<file path="src/rtl/mem_cmd_master.sv">
// Queued command master: buffers {write, addr, wdata} requests and replays them as SETUP/STROBE/HOLD memory cycles.
// Latency: pop->SETUP 1 cycle; 4 cycles per write; a read's rsp_valid rises 4+READ_LAT cycles after its pop.
// Backpressure: req_ready drops while the queue is full; a pending read response stalls the FSM until rsp_ready.
module mem_cmd_master #(
    parameter int READ_LAT   = 2,
    parameter int FIFO_DEPTH = 4
) (
    input  logic       clk,
    input  logic       rst_n,
    input  logic       req_valid,
    output logic       req_ready,
    input  logic       req_write,
    input  logic [7:0] req_addr,
    input  logic [7:0] req_wdata,
    output logic       rsp_valid,
    input  logic       rsp_ready,
    output logic [7:0] rsp_rdata,
    output logic       mem_start,
    output logic       mem_write,
    output logic [7:0] mem_addr,
    output logic [7:0] mem_data_out,
    output logic       mem_data_oe,
    input  logic [7:0] mem_data_in
);

    typedef struct packed {
        logic       write;
        logic [7:0] addr;
        logic [7:0] wdata;
    } cmd_t;

    typedef enum logic [2:0] {
        S_IDLE, S_SETUP, S_STROBE, S_HOLD, S_WAIT, S_RESP
    } state_t;

    localparam int PW = $clog2(FIFO_DEPTH);
    localparam int CW = $clog2(FIFO_DEPTH + 1);
    localparam logic [3:0] LAT_M1 = 4'(READ_LAT - 1);

    cmd_t          fifo_mem [FIFO_DEPTH];
    logic [PW-1:0] wr_ptr;
    logic [PW-1:0] rd_ptr;
    logic [CW-1:0] count;
    logic          full;
    logic          empty;
    logic          push;
    logic          pop;

    state_t        state;
    state_t        nxt;
    cmd_t          cmd_q;
    logic [3:0]    wait_cnt;
    logic          load_wait;
    logic          capture;

    assign full  = (count == CW'(FIFO_DEPTH));
    assign empty = (count == '0);
    assign push  = req_valid && !full;

    always_ff @(posedge clk) begin
        if (!rst_n) begin
            state <= S_IDLE;
        end else begin
            state <= nxt;
        end
    end

    always_comb begin
        nxt = state;
        case (state)
            S_IDLE:   if (!empty) nxt = S_SETUP;
            S_SETUP:  nxt = S_STROBE;
            S_STROBE: nxt = S_HOLD;
            S_HOLD:   nxt = cmd_q.write ? S_IDLE : S_WAIT;
            S_WAIT:   if (wait_cnt == 4'd0) nxt = S_RESP;
            S_RESP:   if (rsp_ready) nxt = S_IDLE;
            default:  nxt = S_IDLE;
        endcase
    end

    always_comb begin
        req_ready   = !full;
        pop         = (state == S_IDLE) && !empty;
        mem_start   = (state == S_STROBE);
        rsp_valid   = (state == S_RESP);
        mem_data_oe = cmd_q.write && (state inside {S_SETUP, S_STROBE, S_HOLD});
        load_wait   = (state == S_HOLD) && !cmd_q.write;
        capture     = (state == S_WAIT) && (wait_cnt == 4'd0);
    end

    // Queue storage carries no reset; validity is tracked by count alone.
    always_ff @(posedge clk) begin
        if (push) begin
            fifo_mem[wr_ptr] <= '{write: req_write, addr: req_addr, wdata: req_wdata};
        end
    end

    always_ff @(posedge clk) begin
        if (!rst_n) begin
            wr_ptr    <= '0;
            rd_ptr    <= '0;
            count     <= '0;
            cmd_q     <= '0;
            wait_cnt  <= 4'd0;
            rsp_rdata <= 8'd0;
        end else begin
            if (push) wr_ptr <= wr_ptr + PW'(1);
            if (pop) begin
                cmd_q  <= fifo_mem[rd_ptr];
                rd_ptr <= rd_ptr + PW'(1);
            end
            case ({push, pop})
                2'b10:   count <= count + CW'(1);
                2'b01:   count <= count - CW'(1);
                default: count <= count;
            endcase
            if (load_wait) begin
                wait_cnt <= LAT_M1;
            end else if ((state == S_WAIT) && (wait_cnt != 4'd0)) begin
                wait_cnt <= wait_cnt - 4'd1;
            end
            if (capture) rsp_rdata <= mem_data_in;
        end
    end

    // Command registers hold their last value outside SETUP..HOLD.
    assign mem_write    = cmd_q.write;
    assign mem_addr     = cmd_q.addr;
    assign mem_data_out = cmd_q.wdata;

endmodule

</file>
<file path="config.mk">
export PLATFORM = sky130hd
export DESIGN_NAME = mem_cmd_master
export DESIGN_NICKNAME = d
export VERILOG_FILES = /design/src/rtl/mem_cmd_master.sv
export SDC_FILE = /design/constraint.sdc
export NUM_CORES = 1
export LEC_CHECK = 0
export BUFFER_PORTS_ARGS = -buffer_cell sky130_fd_sc_hd__buf_2
export CAP_MARGIN = 0
export CORE_MARGIN = 5
export CORE_UTILIZATION = 50
export DETAILED_ROUTE_END_ITERATION = 16
export PLACE_DENSITY_LB_ADDON = 0.08
export SYNTH_ARGS = -nofsm -noshare
export SYNTH_HDL_FRONTEND = slang
export SYNTH_SLANG_ARGS = --single-unit
</file>
<file path="constraint.sdc">
create_clock -name clk -period 3.2 [get_ports clk]
set_input_delay 0.16 -clock clk [delete_from_list [all_inputs] [get_ports clk]]
set_output_delay 0.16 -clock clk [all_outputs]
set_load 0.02 [all_outputs]
</file>
# --- Word-level counts from Yosys, hierarchy flattened ---
# Memory sizes are Yosys's and may differ from the RTL's. A register that Yosys moved wholly into a read port is not among the register bits.
# Cells that the tools add are included.
word_totals:
  mem_count: 1
  elab_cells: 54
  mem_bits_rw: 68
  register_bits: 22
op_classes:
  n_eq_ne: 11
  addsub: 5
  bitwise_logic: 1
  muxes: 10
  n_reduce_logical: 19
mem_list:
  columns: ["memory", "depth", "word_bits", "read_ports", "rd_clocked_by_memory_dff", "write_ports", "line_no", "source"]
  rows:
  - ["fifo_mem", 4, 17, 1, 1, 1, "40", "cmd_t fifo_mem [FIFO_DEPTH];"]
ops:
  columns: ["op", "count"]
  rows:
  - ["3-bit case mux with 6 select lines", 1]
  - ["3-bit 2-to-1 mux", 4]
  - ["3-bit == test (second input constant)", 3]
  - ["3-bit by 2-bit == test with 1-bit output (second input constant)", 2]
  - ["1-bit logical AND", 6]
  - ["3-bit zero test", 2]
  - ["3-bit case mux with 2 select lines", 1]
  - ["2-bit by 1-bit adder with 2-bit output (second input constant)", 2]
  - ["1-bit zero test", 4]
  - ["4-bit zero test", 1]
  - ["1-bit 2-to-1 mux", 4]
  - ["2-bit inequality test (second input constant)", 2]
  - ["2-bit nonzero test", 2]
  - ["4-bit nonzero test", 1]
  - ["4-bit by 1-bit subtractor with 4-bit output (second input constant)", 1]
  - ["3-bit by 1-bit adder with 3-bit output (second input constant)", 1]
  - ["3-bit by 1-bit == test with 1-bit output (second input constant)", 1]
  - ["3-bit AND reduction", 1]
  - ["3-bit nonzero test", 1]
  - ["3-bit by 1-bit subtractor with 3-bit output (second input constant)", 1]
  - ["2-bit by 1-bit == test with 1-bit output (second input constant)", 1]
  - ["2-bit == test (second input constant)", 1]
  - ["2-bit by 1-bit inequality test with 1-bit output (second input constant)", 1]
  - ["2-bit OR reduction", 1]
  - ["1-bit inverter", 1]

# --- Logic depth before layout (Yosys ltp) ---
# Gate-level depths: netlist of run 1.
depth:
  depth_word: 5
  ltp_mapped: 11

# --- Worst setup path before layout of run 1 ---
# Ideal clock, no wire load.
synth_timing:
  kind: "reg2reg"
  start: "register state[0]"
  end: "register count[2]"
  stages_incl_launch_ff: 12
  synth_period_minus_slack_ns: 2.528
  setup_time_ns: 0.070
  n_path_buf: 3
  required_ns: 3.130
  path_slack_ns: 0.672
  arrival_ns: 2.457
  cell_sequence: "dfxtp_1 > buf_6 > or3_1 > buf_6 > nor2_2 > buf_6 > ha_1 > inv_1 > fa_1 > xor2_1 > or3_1 > a21oi_1"
synth_via:
  elab_chain_cells: 4
  word_cells_on_any_way: 6
  cone_classes: "eq/ne: 2; mux: 1; reduce/logical: 3"
synth_rtl:
  columns: ["item", "line_no", "source"]
  rows:
  - ["start, declared", "49", "state_t state;"]
  - ["start signal, assigned", "64", "state <= nxt;"]
  - ["3-bit zero test (*)", "83", "pop = (state == S_IDLE) && !empty;"]
  - ["1-bit logical AND (*)", "83", null]
  - ["named net pop", "47", "logic pop;"]
  - ["2-bit by 1-bit == test with 1-bit output or 2-bit == test (tied branches)", "112", "case ({push, pop})"]
  - ["3-bit case mux with 2 select lines or 2-bit nonzero test (tied branches)", null, null]
  - ["end signal, assigned", "113", "2'b10: count <= count + CW'(1);"]
  - ["end signal, assigned", "114", "2'b01: count <= count - CW'(1);"]
  - ["end signal, assigned", "115", "default: count <= count;"]
  - ["end, declared", "43", "logic [CW-1:0] count;"]
# Mark *: on every way through the listed nets, which the timed path passes. The rest lies on a longest branch.
# A chain may end at the register's enable or synchronous reset.

# --- Worst setup path in the final report of run 1 ---
layout_timing:
  start: "register state[2]"
  end: "register count[2]"
layout_via:
  elab_chain_cells: 4
  word_cells_on_any_way: 6
  cone_classes: "eq/ne: 2; mux: 1; reduce/logical: 3"
layout_rtl:
  columns: ["item", "line_no"]
  rows:
  - ["3-bit zero test (*)", "83"]
  - ["1-bit logical AND (*)", "83"]
  - ["2-bit by 1-bit == test with 1-bit output or 2-bit == test (tied branches)", "112"]
  - ["3-bit case mux with 2 select lines or 2-bit nonzero test (tied branches)", null]
# Mark *: on every way between the ends. The rest lies on a longest branch, timed or not.

==> results_dict.tcl, run 1 <==
set metrics [dict create \
    clock_path_buffers 2 \
    cts_tree "yes" \
    period_share_pct 74.2 \
    ir_worst_vdd_uv 373 \
    rows 33 \
    num-nets-final 375 \
    drive_gt1_share_pct 28.5 \
    hold_depth 1 \
    clock_skew_ns 0.0120 \
    clkTransAtPathRegs_ns 0.10 \
    crit_required_ns 3.48 \
    start_util_pct 51.2 \
    multi_input_area_mm2 0.00122 \
    synthTopCellsByCount "68 x edfxtp_1, 39 x dfxtp_1, 20 x nand2_1, 18 x a21oi_1" \
    n_fill_cell 681 \
    p_total_mw 3.57 \
    powerDensity_mw_per_mm2 749 \
    grt_pass1_wl_um 12200 \
    start_kind "flop" \
    synth_cell_types 40 \
    yosys.cell_count.top_type "edfxtp_1" \
    cap_viol_max_count 0 \
    port_buffers 57 \
    hold_violations 0 \
    synthFlopType "edfxtp_1" \
    core-area_mm2 0.00818 \
    arrival_ns 2.65 \
    end_kind "flop" \
    dp_hpwl_um 4800 \
    syn_avg_cell_area_um2 15.0 \
    synth-edff-count 68 \
    synth_nets 316 \
    grt_pass1_vias 2358 \
    synth.top_cell.area_share_pct 48.8 \
    yosysSeqAreaShare_pct 67.4 \
    ant_nets 0 \
    fin_util_pct 58.3 \
    grt.total_usage_pct 15.8 \
    tightest_slew_ns 0.974 \
    cts_resized 0 \
    synth.area.top_cells "edfxtp_1 49%, dfxtp_1 19%, mux4_2 9.1%" \
    rsz0062_at_grt "no" \
    slew_headroom_pct 34.9 \
    clock.fmax_ghz 0.421 \
    min_period_ns 2.37 \
    fin_setup_tns_ns 0 \
    yosysTopAreaCell "edfxtp_1" \
    dr_total_vias 2438 \
    regArea_mm2 0.00282 \
    cts-root-buf "clkbuf_8" \
    areaGrowthSynthToFinish_pct 13.8 \
    r2r_cells 8 \
    io_pins 58 \
    critPathMaxFanout 11 \
    dieArea_mm2 0.0103 \
    yosysWarnings 0 \
    grt_max_degree 21 \
    fp.dieW_um 102 \
    post_cts_buffers 0 \
    leakage_nw 1.70 \
    finalMaxSlewViolations 0 \
    clock_latency_ns 0.36 \
    setup_viol 0 \
    htree_levels 3 \
    ys_seq_elements 107 \
    gp_congestion 0.850 \
    cts.sinks 107 \
    wire_per_inst_um 17.0 \
    drtIter0Drc 73 \
    vias_per_cell 5.43 \
    outcome "finished clean" \
    min_path_type "in -> reg" \
    diodes 0 \
    die_height_um 102 \
    wirelength_um 7630 \
    drt-pass1-iter-count 4 \
    async_flop_share_pct 0 \
    synthCells 280 \
    path_class "reg -> reg" \
    syn_area_mm2 0.00419 \
    antenna_found_initial 0 \
    drc 0 \
    cts_buffers 9 \
    grt-ovfl-total 0 \
]
==> critical path, cell delays in order, from the launching register on <==
cell     delay (ns)
dfxtp_1        0.39
or3_1          0.53
nor2_2         0.15
ha_1           0.20
inv_1          0.06
fa_1           0.37
xor2_1         0.16
or3_1          0.30
a21oi_1        0.15
==> repair_timing <==
item,in CTS,in global routing
hold buffers,3,2
hold endpoints to repair,12,8
endpoints found under the setup margin,0,0
==> path summary, 6_finish.rpt <==
path | from | slack (ns) | endpoint
hold reg to reg | mem_addr[5] | 0.46 | mem_addr[5]
setup / recovery | state[2] | 0.83 | count[2]
hold / removal | req_wdata[5] | 0.01 | fifo_mem[1][5]
setup reg to reg | state[2] | 0.83 | count[2]
==> report_power, final <==
group          total (mW)  internal [mW]  switching [mW]
clock network       0.777          0.348           0.429
registers            1.82           1.68           0.137
logic               0.977          0.398           0.579
==> flip-flops by register name, indices dropped and copies added (netlist names) <==
| register | count |
|---|---|
| wr_ptr | 2 |
| count | 3 |
| state | 3 |
| wait_cnt | 4 |
| rsp_rdata | 8 |
| mem_write | 1 |
| fifo_mem | 68 |
| rd_ptr | 2 |
| mem_addr | 8 |
| mem_data_out | 8 |
==> logic make-up after synthesis <==
group,after synthesis,share of synthesized area (%)
flip-flops,107,67.4
AND/OR/NAND/NOR,63,8.55
AO/OA/AOI/OAI,55,8.55
buffers and inverters,28,3.44
multiplexers,17,9.15
adder cells (fa/ha/maj),7,2.27
XOR/XNOR,3,0.628
==> metal layers <==
layer | part of all wire, % | GRT usage (%)
met4 | 1.5 | 7.36
met2 | 49 | 25.6
met5 | 0 | 0
met3 | 4.8 | 3.31
met1 | 45 | 20.6
==> layout make-up <==
cell class              instances  area share [%]
multi-input cells             145            25.6
well taps                     105            2.76
inverters                      10           0.788
repair buffers                 66            7.67
clock inverters                 3           0.420
flip-flops and latches        107            59.2
clock buffers                  13            3.54
==> through the flow <==
stage | setup WS, ns | cell area [µm²] | hold WS, ns | cells
6_report | 0.826 | 4770 | 0.0129 | 449
2_1_floorplan | 0.672 | 4190 | 0.259 | 280
3_3_place_gp | 0.898 | 4530 | 0.373 | 428
3_5_place_dp | 0.863 | 4530 | 0.377 | 428
4_1_cts | 0.828 | 4750 | 0.00206 | 447
5_1_grt | 0.717 | 4770 | 0.00145 | 449
==> cell usage in the layout, fill, tap and decap left out, types with 2 or more instances in the layout <==
cell           synthesis  routed
nor3b_1                3       3
o2bb2ai_1             17      17
edfxtp_1              68      68
or3b_2                 2       2
a21oi_1               18      18
inv_1                  9       9
nand3_1               11      11
o21ai_0               13      13
nor2_1                 5       5
a21o_1                 2       2
dlygate4sd3_1          0       5
xor2_1                 2       2
buf_4                  1       4
nor3_1                 3       3
nand2_1               20      20
ha_1                   6       6
dfxtp_1               39      39
and3_1                 4       4
mux4_2                17      17
clkbuf_8               0      12
or3_1                  4       4
buf_2                  4      57
or4_1                  3       3
clkinv_1               1       2
(Power assumes the default switching activity.)
==> run 2, diff against run 1 <==
==> constraint.sdc (replaced) <==
create_clock -name clk -period 2.4 [get_ports clk]
set_input_delay 0.12 -clock clk [delete_from_list [all_inputs] [get_ports clk]]
set_output_delay 0.12 -clock clk [all_outputs]
set_load 0.02 [all_outputs]
==> run 2 against run 1 <==
- sequential power up 31%
- critical path type unchanged
- critical path depth unchanged
- utilization is 3.7 points higher
- register-to-register slack got worse by 0.64 ns
- sequential cell count unchanged
==> results_dict.tcl, run 2 (synthesis gave the netlist of run 1 again) <==
set metrics [dict create \
    leakage_nw 1.84 \
    drc 0 \
    slew_headroom_pct 36.0 \
    p_int_mw 3.51 \
    post_cts_buffers 0 \
    wirelength_um 7930 \
    cts-root-buf "clkbuf_8" \
    regArea_mm2 0.00282 \
    ir_worst_vdd_uv 409 \
    dr_total_vias 2505 \
    cpPeakStageDelay_ns 0.47 \
    fp.dieW_um 102 \
    cap_viol_max_count 0 \
    powerDensity_mw_per_mm2 1010 \
    tightest_slew_ns 0.961 \
    vias_per_cell 5.27 \
    grt_max_degree 20 \
    port_buffers 57 \
    pwr-share-clk_pct 23.6 \
    grt-ovfl-total 0 \
    min_path_type "in -> reg" \
    arrival_ns 2.50 \
    wire_per_inst_um 16.7 \
    r2r_cells 8 \
    dpl_cell_area_mm2 0.00463 \
    dp_hpwl_um 4950 \
    clock_latency_ns 0.36 \
    cts.sinks 107 \
    gp_congestion 0.789 \
    multi_input_area_mm2 0.00124 \
    switching_share_pct 31.1 \
    grt_pass1_vias 2495 \
    cts_tree "yes" \
    pwr-share-comb_pct 29.5 \
    io_pins 58 \
    start_util_pct 51.2 \
    start_kind "flop" \
    cts_buffers 9 \
    fin_setup_tns_ns 0 \
    critPathMaxFanout 5 \
    clkTransAtPathRegs_ns 0.09 \
    largest_reg_flops 68 \
    core-area_mm2 0.00818 \
    diodes 0 \
    hold_violations 0 \
    areaGrowthSynthToFinish_pct 21.0 \
    fin_area_mm2 0.00507 \
    drt-pass1-iter-count 5 \
    end_kind "flop" \
    period_share_pct 92.1 \
    setup_viol 0 \
    crit_required_ns 2.69 \
    clock.fmax_ghz 0.452 \
    rsz0062_at_grt "no" \
    min_period_ns 2.21 \
    final_common_cell "edfxtp_1" \
    top_register "fifo_mem" \
    grt_pass1_wl_um 12900 \
    num-nets-final 401 \
    path_cells "or3b_2 > nand2_1 > ha_4 > inv_1 > fa_2 > xor2_1 > or3_1 > a21oi_1" \
    seqPwrFrac_pct 46.9 \
    antenna_found_initial 0 \
    path_class "reg -> reg" \
    fin_hold_ws_ns 0.0201 \
    die_height_um 102 \
    rows 33 \
    crit_slowest_cell "or3b_2" \
    outcome "finished clean" \
    htree_levels 3 \
    hold_depth 3 \
    drive_gt1_share_pct 29.5 \
    clock_skew_ns 0.0166 \
    n_fill_cell 640 \
    grt.total_usage_pct 16.6 \
    clock_path_buffers 2 \
    drtIter0Drc 86 \
    power_switching_mw 1.58 \
    dieArea_mm2 0.0103 \
    ant_nets 0 \
    finalMaxSlewViolations 0 \
    final_cell_mix "68 x edfxtp_1, 57 x buf_2, 39 x dfxtp_1, 22 x dlygate4sd3_1, 20 x nand2_1" \
]
-- run 2: worst max-delay path: cells and delay by family, from the launching register on --
family	cells	cell delay, ns
xor gates and xnor gates	1	0.16
DFF	1	0.40
and+or+nand+nor	3	0.92
AOI/OAI and AO/OA	1	0.14
buffers and inverters	1	0.05
adders and majority gates	2	0.48
-- run 2: worst paths after layout --
path	startpoint	to	slack (ns)
hold / removal	mem_data_in[5]	rsp_rdata[5]	0.02
hold reg to reg	mem_data_out[3]	mem_data_out[3]	0.46
setup reg to reg	count[2]	count[2]	0.19
setup / recovery	count[2]	count[2]	0.19
-- run 2: what timing repair did --
action	4_1_cts	5_1_grt
hold buffers	22	0
hold endpoints to repair	73	0
gates resized for setup	0	0
-- run 2: layout make-up --
cell class	count	share of cell area, %
inverters	10	0.741
clock buffers	12	2.86
multi-input cells	145	24.5
clock inverters	4	1.46
flip-flops and latches	107	55.7
well taps	105	2.59
repair buffers	92	12.2
-- run 2: power by group through the flow --
stage               combinational (mW)  clock, mW  sequential [mW]
global placement                  1.48          0             2.43
global route                      1.65       1.31             2.43
CTS                               1.53       1.23             2.40
floorplan                        0.937          0             2.54
finish                            1.50       1.20             2.39
detailed placement                1.49          0             2.44
-- run 2: per-stage QoR --
stage,utilization (%),std cells,power [mW],setup slack (ns)
floorplan,-,280,3.48,0.0359
global placement,56.6,437,3.91,0.290
detailed placement,56.6,437,3.93,0.230
CTS,62.0,475,5.16,0.205
global route,62.0,475,5.39,0.107
finish,62.0,475,5.10,0.190
-- run 2: routing by layer --
metal / GRT usage [%] / vias to the layer above / wire, µm
li1: - / 1232 / -
met1: 23.0 / 1219 / 3570
met2: 26.6 / 47 / 3990
met3: 3.65 / 7 / 304
met4: 4.91 / 0 / 73
met5: 0 / - / 0
==> run 3, diff against run 2 <==
--- a/config.mk
+++ b/config.mk
@@ -7,7 +7,7 @@
 export LEC_CHECK = 0
 export BUFFER_PORTS_ARGS = -buffer_cell sky130_fd_sc_hd__buf_2
 export CAP_MARGIN = 0
-export CORE_MARGIN = 5
+export CORE_MARGIN = 8
 export CORE_UTILIZATION = 50
 export DETAILED_ROUTE_END_ITERATION = 16
 export PLACE_DENSITY_LB_ADDON = 0.08
==> run 3 against run 2 <==
- cell count up 0.42%
- total power down 0.92%
- setup slack improved by 0.020 ns
- sequential cell count unchanged
- critical path depth unchanged
- sequential share of layout area down 0.14 points
- global-route usage shrank 2.2 points
- sequential power about the same
- clock power decreased by 5%
- largest power group unchanged
- maximum frequency rose by 0.89%
- via count rose by 2.1%
==> results_dict.tcl, run 3 (synthesis gave the netlist of run 1 again) <==
set metrics [dict create \
    rows 33 \
    areaGrowthSynthToFinish_pct 21.3 \
    core-area_mm2 0.00818 \
    drive_gt1_share_pct 29.6 \
    diodes 0 \
    outcome "finished clean" \
    antenna_found_initial 0 \
    busiest_layer "met2" \
    io_pins 58 \
    clock_latency_ns 0.36 \
    worst-path-stages 8 \
    grt_pass1_wl_um 12800 \
    switching_share_pct 32.5 \
    period_share_pct 91.3 \
    vias_per_cell 5.36 \
    critPathMaxFanout 5 \
    post_cts_buffers 0 \
    end_kind "flop" \
    grtUsageMet3_pct 3.11 \
    cp.buffers_inverters 1 \
    drt-pass1-iter-count 4 \
    clkTransAtPathRegs_ns 0.10 \
    crit_required_ns 2.70 \
    arrival_ns 2.49 \
    num-nets-final 403 \
    final_common_cell "edfxtp_1" \
    pwr-share-clk_pct 22.6 \
    use_met2_pct 22.4 \
    pwr-share-comb_pct 30.1 \
    gp_congestion 0.754 \
    path_delay_family "simple AND/OR/NAND/NOR gates" \
    cap_viol_max_count 0 \
    grt_use_met1_pct 19.0 \
    r2r_cells 8 \
    die_height_um 108 \
    final_cell_mix "68 x edfxtp_1, 57 x buf_2, 39 x dfxtp_1, 24 x dlygate4sd3_1, 20 x nand2_1" \
    clock_skew_ns 0.0138 \
    hold_violations 0 \
    dieArea_mm2 0.0116 \
    dp_hpwl_um 5210 \
    rsz0062_at_grt "no" \
    grt.total_usage_pct 14.4 \
    wirelength_um 8120 \
    drc 0 \
    leakage_nw 1.84 \
    p_int_mw 3.41 \
    grt_pass1_vias 2451 \
    seqPwrFrac_pct 47.2 \
    top_register "fifo_mem" \
    grt_max_degree 20 \
    min_period_ns 2.19 \
    finalMaxSlewViolations 0 \
    cts-root-buf "clkbuf_8" \
    clock_path_buffers 2 \
    fp.dieW_um 108 \
    cts.sinks 107 \
    powerDensity_mw_per_mm2 995 \
    port_buffers 57 \
    slew_headroom_pct 35.1 \
    power_switching_mw 1.64 \
    hold_depth 3 \
    wire_per_inst_um 17.0 \
    crit_slowest_cell "or3b_2" \
    cpPeakStageDelay_ns 0.48 \
    min_path_type "in -> reg" \
    clock.fmax_ghz 0.456 \
    p_total_mw 5.05 \
    dr_total_vias 2558 \
    fin_hold_ws_ns 0.0257 \
    cts_tree "yes" \
    cts_buffers 9 \
    path_class "reg -> reg" \
    grt-ovfl-total 0 \
    drtIter0Drc 125 \
    path_cells "or3b_2 > nand2_1 > ha_4 > inv_1 > fa_2 > xor2_1 > or3_1 > a21oi_1" \
    ir_worst_vdd_uv 674 \
    setup_viol 0 \
    tightest_slew_ns 0.973 \
    start_util_pct 51.2 \
    ant_nets 0 \
    htree_levels 3 \
    largest_reg_flops 68 \
    fin_setup_tns_ns 0 \
    start_kind "flop" \
]
-- run 3: cell count changes in the layout (fill, tap and decap cells not counted), sizes merged --
cell,delta
bufinv,-1
dlygate4sd3,+2
inv,+2
clkbuf,-2
clkinv,+1
-- run 3: worst register-to-register path: stages (launching register included) --
cell	delay [ns]
dfxtp_1	0.39
or3b_2	0.48
nand2_1	0.13
ha_4	0.15
inv_1	0.04
fa_2	0.33
xor2_1	0.16
or3_1	0.32
a21oi_1	0.14
-- run 3: power groups by stage --
stage	Clock [mW]	Combinational (mW)	Sequential, mW
2_1_floorplan	0	0.937	2.54
3_3_place_gp	0	1.49	2.42
3_5_place_dp	0	1.51	2.43
4_1_cts	1.17	1.54	2.39
5_1_grt	1.23	1.67	2.42
6_report	1.14	1.52	2.39
-- run 3: worst paths after layout --
| check | startpoint | end | slack (ns) |
|---|---|---|---|
| worst min register to register | mem_data_out[4] | mem_data_out[4] | 0.46 |
| worst max register to register | count[2] | count[2] | 0.21 |
| worst min-delay path | mem_data_in[5] | rsp_rdata[5] | 0.03 |
| worst max-delay path | count[2] | count[2] | 0.21 |
-- run 3: timing repair --
action | 4_1_cts | 5_1_grt
hold endpoints to repair | 75 | 0
hold buffers | 24 | 0
gates resized for setup | 0 | 0
-- run 3: area by class of cell --
type / instances / area (µm²)
Clock buffer: 10 / 128
Clock inverter: 6 / 83.8
Fill cell: 643 / 3100
Inverter: 10 / 37.5
Multi-Input combinational cell: 145 / 1240
Sequential cell: 107 / 2820
Tap cell: 105 / 131
Timing Repair Buffer: 94 / 636
-- run 3: metrics by stage --
| step | area, µm² | utilization, % | setup slack [ns] | cells |
|---|---|---|---|---|
| 2_1_floorplan | 4210 | - | 0.0359 | 280 |
| 3_3_place_gp | 4630 | 56.6 | 0.298 | 437 |
| 3_5_place_dp | 4630 | 56.6 | 0.241 | 437 |
| 4_1_cts | 5080 | 62.1 | 0.206 | 477 |
| 5_1_grt | 5080 | 62.1 | 0.116 | 477 |
| 6_report | 5080 | 62.1 | 0.209 | 477 |
-- run 3: metal layers --
metal / up-vias / routed length (µm)
li1: 1238 / -
met1: 1269 / 3890
met2: 41 / 3820
met3: 10 / 287
met4: 0 / 121
met5: - / 0
